[src/rtl/i2c_slave_regfile.sv]
// i2c_slave_regfile -- I2C target backed by a small byte-wide register file.
//
// A write transfer sets the register pointer and then writes data bytes at
// the pointer, which auto-increments. A read transfer returns bytes from the
// pointer, also auto-incrementing. The pointer wraps modulo MEM_DEPTH.
//
// Ports:
//   clk_i       system clock (>= 10x SCL frequency)
//   rst_i       asynchronous active-low reset
//   scl_i/sda_i bus levels
//   scl_o/sda_o open-drain drives (0 = pull low, 1 = release)
//   busy_o      set on an address match, cleared by STOP or a non-matching address
//   wr_pulse_o  one-cycle strobe per data byte written to the register file
//   wr_addr_o   register index of the last write
//   wr_data_o   byte of the last write
//
// Optional build macro I2C_SLAVE_STRETCH_EN: hold SCL low for STRETCH_CYCLES
// clocks after every ACK/NACK bit. Without it scl_o is tied high.
`timescale 1ns/1ps
module i2c_slave_regfile #(
  parameter logic [6:0] SLAVE_ADDR     = 7'h22,
  parameter int         MEM_DEPTH      = 16,
  parameter int         PTR_W          = $clog2(MEM_DEPTH),
  parameter int         STRETCH_CYCLES = 8
) (
  input  logic             clk_i,
  input  logic             rst_i,
  input  logic             scl_i,
  input  logic             sda_i,
  output logic             scl_o,
  output logic             sda_o,
  output logic             busy_o,
  output logic             wr_pulse_o,
  output logic [PTR_W-1:0] wr_addr_o,
  output logic [7:0]       wr_data_o
);

  if (MEM_DEPTH < 2 || MEM_DEPTH > 256 || (MEM_DEPTH & (MEM_DEPTH - 1)) != 0 ||
      STRETCH_CYCLES < 1) begin : g_param_chk
    $error("i2c_slave_regfile: bad MEM_DEPTH or STRETCH_CYCLES");
  end

  typedef enum logic [3:0] {
    IDLE, ADDR, ADDR_ACK, PTR, PTR_ACK, WDATA, WDATA_ACK, RDATA, RACK
  } state_t;

  state_t state, state_nxt;

  // ---- input conditioning: 2-flop sync + previous-value stage ----
  logic [1:0] scl_sync, sda_sync;
  logic       scl_d, sda_d;

  always_ff @(posedge clk_i or negedge rst_i) begin
    if (!rst_i) begin
      scl_sync <= 2'b11;
      sda_sync <= 2'b11;
      scl_d    <= 1'b1;
      sda_d    <= 1'b1;
    end else begin
      scl_sync <= {scl_sync[0], scl_i};
      sda_sync <= {sda_sync[0], sda_i};
      scl_d    <= scl_sync[1];
      sda_d    <= sda_sync[1];
    end
  end

  logic scl_s, sda_s, scl_rise, scl_fall, start_det, stop_det;
  assign scl_s     = scl_sync[1];
  assign sda_s     = sda_sync[1];
  assign scl_rise  = scl_s & ~scl_d;
  assign scl_fall  = ~scl_s & scl_d;
  assign start_det = scl_s & scl_d & sda_d & ~sda_s;
  assign stop_det  = scl_s & scl_d & ~sda_d & sda_s;

  // ---- datapath state ----
  logic [MEM_DEPTH-1:0][7:0] mem;
  logic [PTR_W-1:0]          ptr;
  logic [3:0]                bit_cnt;   // bits shifted this byte; 8 = waiting for the ACK-slot fall
  logic [6:0]                rx_sh;
  logic [7:0]                tx_sh;
  logic                      rw;
  logic                      ack_seen;  // master ACKed the read byte; reload on next fall

  logic [7:0] byte_in;
  logic       last_bit, byte_done, shift_ok;
  assign byte_in   = {rx_sh, sda_s};
  assign last_bit  = (bit_cnt == 4'd7);
  assign byte_done = (bit_cnt == 4'd8);
  assign shift_ok  = scl_rise && !byte_done;

  // ---- FSM ----
  always_ff @(posedge clk_i or negedge rst_i) begin
    if (!rst_i) state <= IDLE;
    else        state <= state_nxt;
  end

  always_comb begin
    state_nxt = state;
    if (start_det)     state_nxt = ADDR;
    else if (stop_det) state_nxt = IDLE;
    else begin
      case (state)
        ADDR: begin
          if (shift_ok && last_bit && byte_in[7:1] != SLAVE_ADDR) state_nxt = IDLE;
          else if (scl_fall && byte_done)                         state_nxt = ADDR_ACK;
        end
        ADDR_ACK:  if (scl_fall) state_nxt = rw ? RDATA : PTR;
        PTR:       if (scl_fall && byte_done) state_nxt = PTR_ACK;
        PTR_ACK:   if (scl_fall) state_nxt = WDATA;
        WDATA:     if (scl_fall && byte_done) state_nxt = WDATA_ACK;
        WDATA_ACK: if (scl_fall) state_nxt = WDATA;
        RDATA:     if (scl_fall && byte_done) state_nxt = RACK;
        RACK: begin
          if (scl_rise && sda_s)          state_nxt = IDLE;   // NACK: wait for START/STOP
          else if (scl_fall && ack_seen)  state_nxt = RDATA;
        end
        default: state_nxt = state;
      endcase
    end
  end

  // ---- datapath ----
  always_ff @(posedge clk_i or negedge rst_i) begin
    if (!rst_i) begin
      mem        <= '0;
      ptr        <= '0;
      bit_cnt    <= '0;
      rx_sh      <= '0;
      tx_sh      <= '0;
      rw         <= 1'b0;
      ack_seen   <= 1'b0;
      sda_o      <= 1'b1;
      busy_o     <= 1'b0;
      wr_pulse_o <= 1'b0;
      wr_addr_o  <= '0;
      wr_data_o  <= '0;
    end else begin
      wr_pulse_o <= 1'b0;
      if (start_det) begin
        bit_cnt <= '0;
        sda_o   <= 1'b1;
      end else if (stop_det) begin
        bit_cnt <= '0;
        sda_o   <= 1'b1;
        busy_o  <= 1'b0;
      end else begin
        case (state)
          ADDR: begin
            if (shift_ok) begin
              rx_sh   <= byte_in[6:0];
              bit_cnt <= bit_cnt + 4'd1;
              if (last_bit) begin
                busy_o <= (byte_in[7:1] == SLAVE_ADDR);
                rw     <= byte_in[0];
              end
            end
            if (scl_fall && byte_done) sda_o <= 1'b0;
          end
          ADDR_ACK: if (scl_fall) begin
            if (rw) begin
              sda_o   <= mem[ptr][7];
              tx_sh   <= {mem[ptr][6:0], 1'b0};
              bit_cnt <= 4'd1;
            end else begin
              sda_o   <= 1'b1;
              bit_cnt <= '0;
            end
          end
          PTR: begin
            if (shift_ok) begin
              rx_sh   <= byte_in[6:0];
              bit_cnt <= bit_cnt + 4'd1;
              if (last_bit) ptr <= byte_in[PTR_W-1:0];
            end
            if (scl_fall && byte_done) sda_o <= 1'b0;
          end
          WDATA: begin
            if (shift_ok) begin
              rx_sh   <= byte_in[6:0];
              bit_cnt <= bit_cnt + 4'd1;
              if (last_bit) begin
                mem[ptr]   <= byte_in;
                wr_pulse_o <= 1'b1;
                wr_addr_o  <= ptr;
                wr_data_o  <= byte_in;
                ptr        <= ptr + PTR_W'(1);
              end
            end
            if (scl_fall && byte_done) sda_o <= 1'b0;
          end
          PTR_ACK, WDATA_ACK: if (scl_fall) begin
            sda_o   <= 1'b1;
            bit_cnt <= '0;
          end
          RDATA: if (scl_fall) begin
            if (byte_done) begin
              sda_o    <= 1'b1;
              ack_seen <= 1'b0;
            end else begin
              sda_o   <= tx_sh[7];
              tx_sh   <= {tx_sh[6:0], 1'b0};
              bit_cnt <= bit_cnt + 4'd1;
            end
          end
          RACK: begin
            if (scl_rise) begin
              ptr      <= ptr + PTR_W'(1);
              ack_seen <= ~sda_s;
            end else if (scl_fall && ack_seen) begin
              // ptr already advanced on the ACK rise
              sda_o   <= mem[ptr][7];
              tx_sh   <= {mem[ptr][6:0], 1'b0};
              bit_cnt <= 4'd1;
            end
          end
          default: ;
        endcase
      end
    end
  end

  // ---- optional clock stretching ----
`ifdef I2C_SLAVE_STRETCH_EN
  localparam int CNT_W = $clog2(STRETCH_CYCLES + 1);
  logic [CNT_W-1:0] str_cnt;
  logic             nack_pend;  // NACK seen; stretch on the fall that ends it
  logic             stretch_go;

  assign stretch_go = scl_fall &&
                      ((state == ADDR_ACK) || (state == PTR_ACK) || (state == WDATA_ACK) ||
                       (state == RACK && ack_seen) || nack_pend);

  always_ff @(posedge clk_i or negedge rst_i) begin
    if (!rst_i) begin
      str_cnt   <= '0;
      nack_pend <= 1'b0;
    end else if (start_det || stop_det) begin
      str_cnt   <= '0;
      nack_pend <= 1'b0;
    end else begin
      if (stretch_go)          str_cnt <= CNT_W'(STRETCH_CYCLES);
      else if (str_cnt != '0)  str_cnt <= str_cnt - CNT_W'(1);
      if (state == RACK && scl_rise && sda_s) nack_pend <= 1'b1;
      else if (scl_fall)                      nack_pend <= 1'b0;
    end
  end

  assign scl_o = (str_cnt == '0);
`else
  assign scl_o = 1'b1;
`endif

endmodule

[config.mk]
export PLATFORM = sky130hd
export DESIGN_NAME = i2c_slave_regfile
export DESIGN_NICKNAME = d
export VERILOG_FILES = /design/src/rtl/i2c_slave_regfile.sv
export SDC_FILE = /design/constraint.sdc
export NUM_CORES = 1
export LEC_CHECK = 0
export ABC_AREA = 1
export BUFFER_PORTS_ARGS = -buffer_cell sky130_fd_sc_hd__clkbuf_2
export CAP_MARGIN = 20
export CORE_MARGIN = 5
export CORE_UTILIZATION = 40
export CTS_CLUSTER_DIAMETER = 100
export CTS_CLUSTER_SIZE = 40
export DETAILED_ROUTE_END_ITERATION = 8
export HOLD_SLACK_MARGIN = 0.08
export SYNTH_ARGS = -nofsm -noshare
export SYNTH_HDL_FRONTEND = slang
export SYNTH_SLANG_ARGS = --single-unit
[constraint.sdc]
create_clock -name clk_i -period 2 [get_ports clk_i]
set_clock_uncertainty 0.1 [all_clocks]
set_input_delay 0.1 -clock clk_i [delete_from_list [all_inputs] [get_ports clk_i]]
set_output_delay 0.1 -clock clk_i [all_outputs]
set_load 0.05 [all_outputs]
Yosys cells after proc, flatten, opt, wreduce, memory -nomap -nowiden. Cells that the tools add are included.

Register bits after elaboration: 178.

Bitwise gates (word level): 13. Add/subtract/negate cells: 2. Reductions and logical operators: 28. Eq/ne operators: 37. $lt $le $gt $ge: 2. Multiplexer cells: 66.

Operators by type and width (number): bitwise mux 128 bit (1); 2-to-1 mux 4 bit (25); 2-to-1 mux 8 bit (8); binary-select mux 8 bit (select 4 bit) (1); demux 8 bit (select 4 bit) (1); != test 4 bit, second input constant (8); case mux 4 bit (7 select lines) (1); != test 2 bit, second input constant (12); case mux 8 bit (3 select lines) (1); AND reduction 8 bit (3); 2-to-1 mux 1 bit (23); == test 4 x 3 -> 1 bit, second input constant (5); case mux 4 bit (5 select lines) (1); != test 4 x 1 -> 1 bit, second input constant (3); case mux 4 bit (3 select lines) (1); != test 5 bit, second input constant (2); AND reduction 5 bit (2); AND reduction 9 bit (1); nonzero test 9 bit (1); adder 4 x 1 -> 4 bit, second input constant (2); == test 4 x 2 -> 1 bit, second input constant (2); == test 4 bit, second input constant (2); AND reduction 4 bit (2); nonzero test 2 bit (4); 18 further kinds (36).

Longest topological paths before layout. Gate-level depths: netlist (run 1).

Word-level depth: 9. Mapped depth: 14.

Worst setup path before layout (run 1). Ideal clock, no wire load.

Kind: register to register. Start: register ptr[0]. End: register mem[86] (netlist name). Path buffers: 4. Required time: 1769 ps. Path slack: -36 ps. Period minus slack after synthesis: 2036 ps. Data arrival time: 1804 ps. Stages on the path, launching flop included: 12. Cells stage by stage: dfrtp_1 buf_2 inv_1 buf_2 buf_2 ha_1 inv_1 nor2_8 nand2_4 buf_6 nand2_1 o21ai_2.

Longest elaborated chain between the ends: 5.

RTL lines: from (decl) (RTL line 77) `logic [PTR_W-1:0] ptr;`; from (signal assigned) (RTL line 173) `if (last_bit) ptr <= byte_in[PTR_W-1:0];`; from (signal assigned) (RTL line 186) `ptr <= ptr + PTR_W'(1);`; from (signal assigned) (RTL line 207) `ptr <= ptr + PTR_W'(1);`; less-than comparator 4 x 5 -> 1 bit (implied by the code) / greater-or-equal comparator 4 x 1 -> 1 bit (equally long branches) (RTL line 182) `mem[ptr] <= byte_in;`; logical AND 1 bit (implied by the code) (RTL line 182); 2-to-1 mux 8 bit (implied by the code) (RTL line 182); demux 8 bit (select 4 bit) * (RTL line 182); bitwise mux 128 bit * (RTL line 182); to (signal, indexed assignment) (RTL line 182); to (decl) (RTL line 76) `logic [MEM_DEPTH-1:0][7:0] mem;`.

Mark *: on every way between the ends. The rest lies on a longest branch, timed or not. A chain may end at the register's enable or synchronous reset.

Final worst setup path (run 1).
Start: register scl_sync[1]. End: register mem[20] (netlist name).

Longest elaborated chain between the ends: 5.

RTL lines: from (decl) (RTL line 50) `logic [1:0] scl_sync, sda_sync;`; from (signal assigned) (RTL line 60) `scl_sync <= {scl_sync[0], scl_i};`; bitwise AND 1 bit (RTL line 72, 73); bitwise AND 1 bit (on tied branches) (2 in series) (RTL line 73, 72); NOT 1 bit (no line); AND reduction 5 bit (no line) *.

Marked as above.

==> results of run 1 <==
[registers in the layout, summed over array words and instances (netlist names), 2 cells and up]
signal     cells
state          4
rx_sh          7
bit_cnt        4
wr_data_o      8
sda_sync       2
mem          128
scl_sync       2
ptr            4
tx_sh          7
wr_addr_o      4
[area by class of cell]
| class | count | area (sq um) | share of cell area (%) |
|---|---|---|---|
| Inverter | 63 | 239 | 2.31 |
| Clock inverter | 10 | 160 | 1.55 |
| Tap cell | 280 | 350 | 3.39 |
| Multi-Input combinational cell | 720 | 3960 | 38.3 |
| Sequential cell | 177 | 4440 | 43.0 |
| Timing Repair Buffer | 83 | 722 | 6.99 |
| Clock buffer | 20 | 457 | 4.42 |
[how the worst min path moves through the flow]
stage                     start                      to  slack (ns)  depth (start not counted)
after global placement    rst_i  bit_cnt[3]$_DFFE_PN0P_      -0.002                          1
final                     rst_i  bit_cnt[3]$_DFFE_PN0P_         0.1                          2
after global routing      rst_i  bit_cnt[3]$_DFFE_PN0P_        0.14                          2
after detailed placement  rst_i  bit_cnt[3]$_DFFE_PN0P_      -0.001                          1
after floorplan           rst_i    ack_seen$_DFFE_PN0P_       -0.30                          0
after CTS                 rst_i  bit_cnt[1]$_DFFE_PN0P_         0.1                          2
[routing by layer]
layer / GRT usage, % / wire, um / vias up
met2: 28.4 / 10500 / 149
met5: 0 / 0 / -
met4: 6.06 / 420 / 0
met1: 26.8 / 10700 / 3381
li1: - / - / 3442
met3: 2.72 / 920 / 27
[layout by cell type (no fill, tap or decap), types with 6 or more instances in the layout]
master,instances
clkbuf_16,17
dfstp_2,7
nand2_4,21
buf_6,9
clkbuf_2,17
dfrtp_1,167
inv_2,11
nand2_2,30
nand4_1,10
inv_1,51
nand2_8,8
o21ai_1,71
nand2_1,233
o21ai_0,88
a21oi_1,16
buf_4,46
buf_12,8
o21ai_2,63
nor2_1,92
nor2_2,8
ha_1,6
nand3_1,27
o22ai_1,26
[synth_stat cells, drive strengths merged]
cell type,instances,area share (%)
nand4,10,0.72
clkbuf,27,1.2
o21ai,222,15
buf,31,3.0
a21boi,1,0.086
nor3,4,0.42
dfstp,7,2.1
conb,1,0.043
o22ai,26,1.9
nand3,29,1.7
a21oi,17,0.98
o31ai,1,0.086
nor2,106,5.5
o211ai,3,0.26
inv,63,2.7
nand2,287,14
dfrtp,170,49
xor2,1,0.10
o221ai,1,0.17
ha,6,0.86
[metrics by stage]
stage	std cells	util (%)	hold slack [ns]
2_1_floorplan	1013	-	-0.296
3_3_place_gp	1301	42.7	-0.00227
3_5_place_dp	1301	42.7	-0.00108
4_1_cts	1334	45.7	0.0997
5_1_grt	1353	47.8	0.143
6_report	1353	47.8	0.0971
[logic make-up after synthesis]
group           count (synthesis)  share of synthesized area, %
simple gates                  436                          22.2
compound gates                271                          18.9
flops                         177                          51.1
buf+inv                       121                          6.88
fa+ha+maj                       6                         0.864
xor+xnor                        1                         0.101
other cells                     1                        0.0431
[critical path, stage by stage (launching register included)]
cell	delay, ns
dfstp_2	0.55
inv_2	0.06
nor2_4	0.11
inv_4	0.05
nor3_4	0.21
nand2_2	0.09
buf_12	0.16
nor2_8	0.18
buf_6	0.15
nand2_8	0.09
nand2_1	0.08
o21ai_1	0.06
[timing repair]
action	CTS	global route
hold buffers	3	0
setup endpoints to repair	3	154
setup buffers	0	14
resized for setup	1	75
endpoints found under the hold margin	179	0
pin swaps	0	6
gates cloned	0	5
[power by group through the flow]
stage | combinational (mW) | clock (mW) | sequential (mW)
after global placement | 4.38 | 0 | 4.03
after CTS | 4.40 | 3.60 | 3.97
after global routing | 5.09 | 3.76 | 4.02
after detailed placement | 4.38 | 0 | 4.04
final | 4.62 | 3.54 | 3.99
after floorplan | 2.77 | 0 | 4.02
==> results.toml, run 1 <==
[outcome]
status = "finished with violations"
failed_checks = "negative setup slack"

[power_and_ir_drop]
powerDensity_nw_per_um2 = 1180
power.total_mw = 12.1
combPwrFrac_pct = 38.0
internal_power_mw = 7.38
clockPowerShare_pct = 29.1
switchingPower_mw = 4.77
power_frac_seq_pct = 32.8
vdd_drop_max_mv = 0.661
switching_share_pct = 39.3
leakage_nw = 4.81

[detailed_routing]
wl_per_cell_um = 16.6
via_count = 6999
viasPerCell = 5.17
drc = 0
drt_iter0_drc = 514
wl_um = 22500
dr.pass1.iters = 5
ant_nets = 0

[grt]
grt_use_total_pct = 18.4
grt_pass1_vias = 6560
grt_max_degree = 53
antenna_found_initial = 0
grt_overflow = 0
grt_pass1_wl_um = 35800

[floorplan]
die_height_um = 157
start_util_pct = 40.2
die-area_sq_um = 24800
core_area_sq_um = 21600
fp.dieW_um = 157
io_pins = 20
rows = 54

[placed_design]
gp_congestion = 0.900
portBuffers = 18
hpwl_um = 14700
detailed_place.area_sq_um = 9230
dpl_worst_slack_ns = -0.00702

[timing]
clock.fmax_mhz = 498
rsz0062_at_grt = "yes"
fin_ws_ns = -0.00865
tightestPinTransition_ns = 0.525
slew_headroom_pct = 65.0
fin_tns_setup_ns = -0.0212
min_period_ns = 2.01
post-route-period-util_pct = 100
final-setup-viol-count = 4
drv_slew = 0
hold_violations = 0

[critical_path]
cp.arrival_ns = 2.22
critPathLaunch = "scl_sync[1]$_DFF_PN1_"
worstSetupPathType = "reg -> reg"
critPathLaunchType = "register"
crit_path_max_fanout = 8
reg2reg_to = "mem[20]$_DFFE_PN0P_"
worst_setup_path_endpoint = "mem[20]$_DFFE_PN0P_"
end_kind = "register"
worstPathRequired_ns = 2.21
regToRegStartpoint = "scl_sync[1]$_DFF_PN1_"
rrSetupSlack_ns = -0.009
rr_worst_depth = 11

[finish]
nNetsFinal = 1072
diodes = 0
fin_area_sq_um = 10300
nFillCells = 2073
area_delta_synth_final_pct = 18.8
final_layout_size_suffix_gt1_share_pct = 25.4

[synth]
yosysWarnings = 0
postSynthAreaPerCell_sq_um = 8.58
netlist_area_sq_um = 8690
yosysUniqueCellTypes = 34
syn_nets = 1023
syn_inst = 1013
seq_area_frac_synth_pct = 51.1
ys_ff_latch = 177

[hold_path]
hold_class = "in -> async"

[clock_tree]
clk_pin_slew_worst_paths_ns = 0.07
clockBufferDepth = 2
cts-root-buf = "clkbuf_16"
cts_sinks = 177
htreeDepth = 4
clock_latency_ns = 0.43
tritoncts = "done"
cts_buffers = 17

[job]
maxCapViolCount = 0
No activity file was read; power rests on OpenSTA's default activity.
==> run 2: changes to the inputs <==
==> constraint.sdc (replaced) <==
create_clock -name clk_i -period 2.6 [get_ports clk_i]
set_clock_uncertainty 0.1 [all_clocks]
set_input_delay 0.13 -clock clk_i [delete_from_list [all_inputs] [get_ports clk_i]]
set_output_delay 0.13 -clock clk_i [all_outputs]
set_load 0.005 [all_outputs]
==> run 2 against run 1 <==
Compared with the run above:
- the run now ends clean
- final area shrank 6.7%
- non-clock buffer count shrank 36
- clock power shrank 27%
- critical path depth is the same
- first-iteration DRC count shrank 12%
- sequential power shrank 24%
- register-to-register slack gained 0.36 ns
- worst hold slack gained 0.028 ns
- combinational power shrank 32%
- via count shrank 3.6%
- highest routed layer unchanged
- largest cell class unchanged
==> results.toml, run 2 (same netlist as run 1, synthesis figures left out) <==
[critical_path]
crit_buf_inv = 2
cp_top_family = "simple AND/OR/NAND/NOR gates"
cp.depth = 11
crit_path_cell_trace = "inv_1, nor2_1, nand2_1, nand2_1, inv_1, o211ai_1, nand2_1, nor2_1, nand2_1, nand2_1, o21ai_1"
slowest_stage = "dfstp_2"
worst_setup_path_endpoint = "bit_cnt[1]$_DFFE_PN0P_"
crit_path_max_fanout = 12
critPathLaunch = "sda_sync[1]$_DFF_PN1_"
rrSetupSlack_ns = 0.35
cp.arrival_ns = 2.47
reg2reg_to = "bit_cnt[1]$_DFFE_PN0P_"
path_common_cell = "nand2_1"
rr_worst_depth = 11
worstPathRequired_ns = 2.82
end_kind = "register"
max_stage_delay_ns = 0.58
critPathLaunchType = "register"
regToRegStartpoint = "sda_sync[1]$_DFF_PN1_"
worstSetupPathType = "reg -> reg"

[timing]
fin_tns_setup_ns = 0
hold_violations = 0
rsz0062_at_grt = "no"
final-setup-viol-count = 0
drv_slew = 0
tightestPinTransition_ns = 0.672
clock.fmax_mhz = 445
post-route-period-util_pct = 86.5
min_period_ns = 2.25
slew_headroom_pct = 55.1

[power_and_ir_drop]
powerDensity_nw_per_um2 = 910
leakage_nw = 4.59
vdd_drop_max_mv = 0.542

[floorplan]
io_pins = 20
fp.dieW_um = 157
die-area_sq_um = 24800
rows = 54
start_util_pct = 40.2
die_height_um = 157
core_area_sq_um = 21600

[placed_design]
portBuffers = 18
post-place-cells = 1279
gp_congestion = 0.902
hpwl_um = 14300

[detailed_routing]
viasPerCell = 5.13
via_count = 6744
wl_per_cell_um = 16.5
drt_iter0_drc = 451
drc = 0
ant_nets = 0
wl_um = 21700
dr.pass1.iters = 4

[clock_tree]
cts_resized = 0
clockBufferDepth = 2
tritoncts = "done"
cts_buffers = 17
cts-root-buf = "clkbuf_16"
clk_pin_slew_worst_paths_ns = 0.07
ctsHoldBuffers = 3
post_cts_buffers = 0
htreeDepth = 4
cts_sinks = 177
clock_latency_ns = 0.43

[grt]
grt_max_degree = 68
antenna_found_initial = 0
grt_use_total_pct = 18.7
grt_pass1_vias = 6577
grt_overflow = 0
grt_pass1_wl_um = 36400

[finish]
layout_common_cells = "270 x nand2_1, 169 x dfrtp_1, 97 x nor2_1"
area_delta_synth_final_pct = 10.8
top_regs = "mem x128, wr_data_o x8"
largest_reg_flops = 128
stdcell_count = 1314
diodes = 0
final_layout_size_suffix_gt1_share_pct = 17.8
largest-register = "mem"
layout.cells.most_common = "nand2_1"
nNetsFinal = 1031

[hold_path]
hold_class = "in -> async"

[outcome]
status = "finished, final reports clean"

[job]
maxCapViolCount = 0
-- run 2: cell types whose count changed in the layout (fill, tap and decap cells not counted), sizes merged --
cell / change
buf: -36
clkinv: +1
bufinv: -2
clkbuf: +1
inv: +2
nand2: -5
-- run 2: worst min path at each step --
stage / start / end / slack (ns) / cells past startpoint
2_1_floorplan: rst_i / ack_seen$_DFFE_PN0P_ / -0.27 / 0
3_3_place_gp: rst_i / bit_cnt[2]$_DFFE_PN0P_ / 0.05 / 1
3_5_place_dp: rst_i / bit_cnt[3]$_DFFE_PN0P_ / 0.06 / 1
4_1_cts: rst_i / bit_cnt[2]$_DFFE_PN0P_ / 0.16 / 2
5_1_grt: rst_i / bit_cnt[2]$_DFFE_PN0P_ / 0.18 / 2
6_report: rst_i / bit_cnt[2]$_DFFE_PN0P_ / 0.12 / 2
-- run 2: area by class of cell --
type                            instances  area [sq um]
Clock inverter                         11           130
Timing Repair Buffer                   47           359
Inverter                               63           236
Multi-Input combinational cell        715          3660
Clock buffer                           21           460
Fill cell                            2146         12000
Sequential cell                       177          4440
Tap cell                              280           350
-- run 2: per-stage QoR --
stage / total power, mW / setup WS (ns) / cell area [sq um] / hold slack, ns / util (%)
6_report: 8.76 / 0.351 / 9630 / 0.125 / 44.6
5_1_grt: 9.34 / 0.0888 / 9630 / 0.184 / 44.6
4_1_cts: 8.84 / 0.350 / 9630 / 0.160 / 44.6
3_5_place_dp: 6.22 / 0.375 / 9010 / 0.0632 / 41.7
3_3_place_gp: 6.21 / 0.333 / 9010 / 0.0540 / 41.7
2_1_floorplan: 5.19 / 0.564 / 8690 / -0.266 / -
-- run 2: metal layers --
metal | vias to the layer above | track usage [%] | routed length, um
met3 | 32 | 3.55 | 928
met1 | 3215 | 26.8 | 10500
met2 | 144 | 28.4 | 9680
met4 | 0 | 6.55 | 572
met5 | - | 0 | 0
li1 | 3353 | - | -
-- run 2: worst register-to-register path: cells and delay by family (launching register included) --
family / cells / cell delay [ns]
AO/OA/AOI/OAI: 2 / 0.20
AND/OR/NAND/NOR: 7 / 0.88
flip-flops: 1 / 0.58
buffers and inverters: 2 / 0.38
-- run 2: power breakdown --
part	internal, mW	switching, mW	total, mW
Sequential	2.92	0.131	3.05
Combinational	0.894	2.24	3.13
Clock	1.48	1.10	2.58
